--- src/rtl/pc_gen_pkg.sv ---
// Shared types and constants for the program-counter generator.
// Latency: n/a (declarations only). Backpressure: n/a.
package pc_gen_pkg;

    typedef enum logic [1:0] {
        BOOT = 2'd0,
        RUN  = 2'd1,
        HALT = 2'd2
    } state_t;

    localparam int INC_WORD = 4;
    localparam int INC_HALF = 2;

    localparam logic [63:0] DEF_RESET_VECTOR = 64'h0;
    localparam logic [63:0] DEF_TRAP_VECTOR  = 64'h0000_0000_0000_0100;

endpackage

--- src/rtl/pc_gen_incrementer.sv ---
// PC successor adder: pc + 2 or pc + 4, wrapping modulo 2^XLEN.
// Latency: combinational. Backpressure: none.
module pc_incrementer
    import pc_gen_pkg::*;
#(
    parameter int XLEN = 32
) (
    input  logic [XLEN-1:0] pc,
    input  logic            half,
    output logic [XLEN-1:0] link
);

    localparam logic [XLEN-1:0] STEP_WORD = XLEN'(INC_WORD);
    localparam logic [XLEN-1:0] STEP_HALF = XLEN'(INC_HALF);

    assign link = pc + (half ? STEP_HALF : STEP_WORD);

endmodule

--- src/rtl/pc_gen_unit.sv ---
// PC generator with redirect/trap/halt and accepted-fetch counter; `RVC_EN adds 16-bit steps.
// Latency: redirect or advance visible on pc_o one cycle later; first fetch one cycle after reset.
// Backpressure: pc_o held while pc_ready=0; redirect overrides and drops the pending fetch.
module pc_gen_unit
    import pc_gen_pkg::*;
#(
    parameter int              XLEN         = 32,
    parameter logic [XLEN-1:0] RESET_VECTOR = DEF_RESET_VECTOR[XLEN-1:0],
    parameter logic [XLEN-1:0] TRAP_VECTOR  = DEF_TRAP_VECTOR[XLEN-1:0],
    parameter int              CNT_W        = 32
) (
    input  logic             clk,
    input  logic             rst_n,
    input  logic             pc_ready,
    input  logic             redirect_valid,
    input  logic [XLEN-1:0]  redirect_target,
    input  logic             halt_req,
`ifdef RVC_EN
    input  logic             inst_is_c,
`endif
    output logic [XLEN-1:0]  pc_o,
    output logic             pc_valid,
    output logic [XLEN-1:0]  pc_link,
    output logic             misalign_o,
    output logic [XLEN-1:0]  misalign_addr,
    output logic [CNT_W-1:0] fetch_count
);

    state_t           state, state_nxt;
    logic [XLEN-1:0]  pc_nxt;
    logic [XLEN-1:0]  maddr_nxt;
    logic [CNT_W-1:0] cnt_nxt;
    logic             mis_nxt;
    logic             half_step;
    logic             target_mis;
    logic             redirect_take;
    logic             fetch;

`ifdef RVC_EN
    assign half_step  = inst_is_c;
    assign target_mis = redirect_target[0];
`else
    assign half_step  = 1'b0;
    assign target_mis = |redirect_target[1:0];
`endif

    pc_incrementer #(.XLEN(XLEN)) u_inc (
        .pc   (pc_o),
        .half (half_step),
        .link (pc_link)
    );

    assign pc_valid      = (state == RUN);
    assign fetch         = pc_valid && pc_ready;
    assign redirect_take = redirect_valid && (state != BOOT);

    always_comb begin
        state_nxt = state;
        pc_nxt    = pc_o;
        maddr_nxt = misalign_addr;
        cnt_nxt   = fetch_count;
        mis_nxt   = 1'b0;

        case (state)
            BOOT:    state_nxt = RUN;
            RUN:     if (halt_req)  state_nxt = HALT;
            HALT:    if (!halt_req) state_nxt = RUN;
            default: state_nxt = BOOT;
        endcase

        // Redirect beats a same-cycle handshake: the old-PC fetch is discarded uncounted.
        if (redirect_take) begin
            if (target_mis) begin
                pc_nxt    = TRAP_VECTOR;
                mis_nxt   = 1'b1;
                maddr_nxt = redirect_target;
            end else begin
                pc_nxt = redirect_target;
            end
        end else if (fetch) begin
            pc_nxt  = pc_link;
            cnt_nxt = fetch_count + 1'b1;
        end
    end

    always_ff @(posedge clk) begin
        if (!rst_n) begin
            state         <= BOOT;
            pc_o          <= RESET_VECTOR;
            misalign_o    <= 1'b0;
            misalign_addr <= '0;
            fetch_count   <= '0;
        end else begin
            state         <= state_nxt;
            pc_o          <= pc_nxt;
            misalign_o    <= mis_nxt;
            misalign_addr <= maddr_nxt;
            fetch_count   <= cnt_nxt;
        end
    end

endmodule
--- config.mk ---
export PLATFORM = sky130hd
export DESIGN_NAME = pc_gen_unit
export DESIGN_NICKNAME = d
export VERILOG_FILES = /design/src/rtl/pc_gen_pkg.sv /design/src/rtl/pc_gen_incrementer.sv /design/src/rtl/pc_gen_unit.sv
export SDC_FILE = /design/constraint.sdc
export NUM_CORES = 1
export LEC_CHECK = 0
export CAP_MARGIN = 0
export CORE_UTILIZATION = 35
export CTS_CLUSTER_DIAMETER = 120
export DETAILED_ROUTE_END_ITERATION = 10
export PLACE_DENSITY = 0.77
export REMOVE_ABC_BUFFERS = 1
export SLEW_MARGIN = 20
export SYNTH_ARGS = -nofsm -noshare
export SYNTH_HDL_FRONTEND = slang
export SYNTH_SLANG_ARGS = --single-unit
--- constraint.sdc ---
create_clock -name clk -period 1.6 [get_ports clk]
set_input_delay 0.24 -clock clk [delete_from_list [all_inputs] [get_ports clk]]
set_output_delay 0.24 -clock clk [all_outputs]
set_load 0.005 [all_outputs]
==> flow_metrics.env <==
export IMPL_status="finished, violations left"
export IMPL_violations="setup timing"
export IMPL_final_util_pct=67.02
export IMPL_area_growth_synth_to_final_pct=86.68
export IMPL_finalMaxSlewViolations=0
export IMPL_ys_types=53
export IMPL_ys_ff_latch=99
export IMPL_globalRouteOverflowTotal=0
export IMPL_synth_edf_count=0
export IMPL_final_common_cell="buf_4"
export IMPL_grt_max_degree=53
export IMPL_start_util_pct=35.90
export IMPL_fillers=1005
export IMPL_p_clk_share_pct=39.8
export IMPL_worstSetupPathType="register to output pin"
export IMPL_grt_pass1_vias=5673
export IMPL_synthFlopType="dfxtp_1"
export IMPL_slowest_stage="dfxtp_2"
export IMPL_dieArea_sq_mm=0.01411
export IMPL_crit_buf_inv=3
export IMPL_ys_warn_count=0
export IMPL_switching_share_pct=25.31
export IMPL_max_stage_delay_ps=370
export IMPL_r2r_cells=12
export IMPL_whs_ps=454.4
export IMPL_fin_crit_sh_pct=131.0
export IMPL_cts_tree="yes"
export IMPL_drv_cap=0
export IMPL_viasPerCell=5.266
export IMPL_clock_latency_ps=360
export IMPL_cts_sinks=99
export IMPL_cp_endpoint="pc_link[31]"
export IMPL_synth_area_sq_mm=0.004773
export IMPL_layout_drive_gt1_share_pct=39.84
export IMPL_worst_slew_pin_transition_ps=419.0
export IMPL_clkTransAtPathRegs_ps=70
export IMPL_wl_per_cell_um=17.34
export IMPL_yosysSeqAreaShare_pct=41.52
export IMPL_num_vias=5619
export IMPL_place_congestion=0.8593
export IMPL_crit_cells=8
export IMPL_max_clock_freq_mhz=477.2
export IMPL_nets=925
export IMPL_antenna_found_initial=0
export IMPL_p_comb_share_pct=14.1
export IMPL_diodes=0
export IMPL_worst_setup_path_start_kind="register"
export IMPL_relSlewSlack_pct=71.88
export IMPL_pwr_density_cell_mw_per_mm2=626.7
export IMPL_core_area_sq_mm=0.01330
export IMPL_vdd_drop_max_mv=0.5772
export IMPL_crit_chain="buf_6, nand4_4, nor3_4, buf_6, nand3_4, nor2_4, xor2_1, buf_2"
export IMPL_avgSynthCellArea_sq_um=8.345
export IMPL_intPower_uw=4171
export IMPL_cts_made_buffers=9
export IMPL_track_usage_pct=25.30
export IMPL_grt_pass1_wl_um=28150
export IMPL_cp_common_cell="buf_6"
export IMPL_instances_no_fill=1067
export IMPL_rrSetupSlack_ps=-410
export IMPL_setup_slack_ps=-495.7
export IMPL_post_route_min_period_ps=2096
export IMPL_synth_cells=572
export IMPL_clk_path_buf_depth=2
export IMPL_worstPathRequired_ps=1360
export IMPL_hpwl_um=11920
export IMPL_rsz0062_at_grt="true"
export IMPL_ys_async_sr_fraction_pct=0
export IMPL_p_switching_uw=1413
export IMPL_seqCellArea_sq_mm=0.002054
export IMPL_end_kind="output pin"
export IMPL_p_seq_share_pct=46.2
export IMPL_hold_viol=0
export IMPL_r2r_start="pc_o[2]$_SDFFE_PN0P_"
export IMPL_io_pins=167
export IMPL_cts_htree_levels=3
export IMPL_ctsHoldBuffers=0
export IMPL_crit_start="pc_o[2]$_SDFFE_PN0P_"
export IMPL_wl_um=18500
export IMPL_die_x_um=118.8
export IMPL_path_max_fanout=6
export IMPL_arrival_ps=1860
export IMPL_floorplan_rows=42
export IMPL_worstReg2RegEnd="pc_o[17]$_SDFFE_PN0P_"
export IMPL_firstDrtPassIters=5
export IMPL_leakagePower_uw=0.004118
export IMPL_place_inst=1003
export IMPL_layout_common_cells="buf_4, clkdlybuf4s50_1, nand2_1"
export IMPL_hold_path_class="register to register"
export IMPL_final_antenna_net_count=0
export IMPL_finalSetupViolCount=45
export IMPL_cts_root_buffer="clkbuf_16"
export IMPL_critPathTopFamily="simple AND/OR/NAND/NOR gates"
export IMPL_finClkSkew_ps=8.567
export IMPL_drcViolationCount=0
export IMPL_portBuffers=166
export IMPL_drtIter0Drc=341
export IMPL_die_y_um=118.8
export IMPL_multi_input_area_sq_mm=0.003207
-- per-stage QoR --
step | instance area (sq um) | total power (uW) | setup slack, ps | TNS, ps
3_5_place_dp | 7545 | 3369 | -681.7 | -41090
2_1_floorplan | 4589 | 2856 | -1019 | -43740
6_report | 8911 | 5585 | -495.7 | -12760
5_1_grt | 8911 | 5780 | -577.8 | -17310
4_1_cts | 8451 | 5559 | -548.1 | -13590
3_3_place_gp | 7545 | 3359 | -574.5 | -36940
-- worst min path at each step --
stage / endpoint / cells after the start / start
after floorplan: pc_o[25]$_SDFFE_PN0P_ / 2 / redirect_target[25]
after global placement: misalign_addr[9]$_SDFFE_PN0P_ / 2 / misalign_addr[9]$_SDFFE_PN0P_
after detailed placement: misalign_addr[20]$_SDFFE_PN0P_ / 2 / misalign_addr[20]$_SDFFE_PN0P_
after CTS: misalign_addr[23]$_SDFFE_PN0P_ / 3 / redirect_target[23]
after global routing: misalign_addr[20]$_SDFFE_PN0P_ / 2 / misalign_addr[20]$_SDFFE_PN0P_
final: misalign_addr[20]$_SDFFE_PN0P_ / 2 / misalign_addr[20]$_SDFFE_PN0P_
-- cell families (layout without fill, tap and decap cells) --
kind of cell / count (synthesis) / count (layout) / synth area share, %
simple gates: 262 / 262 / 28.07
compound gates: 107 / 107 / 14.31
flops: 99 / 99 / 41.52
xor+xnor: 59 / 59 / 10.83
buf+inv: 41 / 360 / 4.325
fa+ha+maj: 3 / 3 / 0.7339
mux: 1 / 1 / 0.2097
-- Yosys cell counts, types with 9 or more instances --
| master | count | area, sq um |
|---|---|---|
| a21oi_1 | 41 | 205.2 |
| nand4_1 | 23 | 143.9 |
| nand2_1 | 105 | 394.1 |
| a31oi_1 | 9 | 56.30 |
| and3_1 | 11 | 68.82 |
| xnor2_1 | 27 | 236.5 |
| xor2_1 | 32 | 280.3 |
| nand3_1 | 19 | 95.09 |
| nor2_1 | 59 | 221.5 |
| o21ai_0 | 17 | 85.08 |
| dfxtp_1 | 99 | 1982 |
| clkbuf_1 | 21 | 78.83 |
-- power by group through the flow --
stage | Sequential, uW | Clock [uW] | Combinational [uW]
after global placement | 2630 | 0 | 730
after detailed placement | 2630 | 0 | 737
after global routing | 2580 | 2360 | 840
final | 2580 | 2220 | 786
after CTS | 2580 | 2230 | 750
after floorplan | 2650 | 0 | 204
-- routing by layer --
metal | vias to the layer above | share of wire [%] | track usage, %
li1 | 2632 | - | -
met1 | 2715 | 38 | 29.24
met2 | 232 | 52 | 44.41
met3 | 40 | 7.1 | 6.371
met4 | 0 | 2.4 | 10.05
met5 | - | 0 | 0
-- worst reg2reg max path: stages (launching register included) --
cell	delay [ps]
dfxtp_2	370
buf_6	110
nand4_4	120
nor3_4	230
buf_4	190
buf_6	120
nand2_4	50
buf_4	130
buf_6	110
buf_6	100
buf_6	100
buf_6	100
o311ai_2	190
-- cell type report --
| class | count | share of cell area, % |
|---|---|---|
| inverters | 6 | 0.2527 |
| flip-flops and latches | 99 | 23.06 |
| clock buffers | 13 | 3.145 |
| repair buffers | 338 | 34.86 |
| well taps | 176 | 2.471 |
| clock inverters | 3 | 0.2247 |
| multi-input cells | 432 | 35.99 |
-- what timing repair did --
action,in CTS,in global routing
pin swaps,47,71
gates resized for setup,251,109
endpoints found under the setup margin,96,105
buffers inserted,38,33
cloned,1,0
-- state kept, by name, indices dropped and copies added, names as in the netlist --
signal         cells
state              2
misalign_o         1
pc_o              32
fetch_count       32
misalign_addr     32
Note: power is estimated with default switching activity, not from simulation.
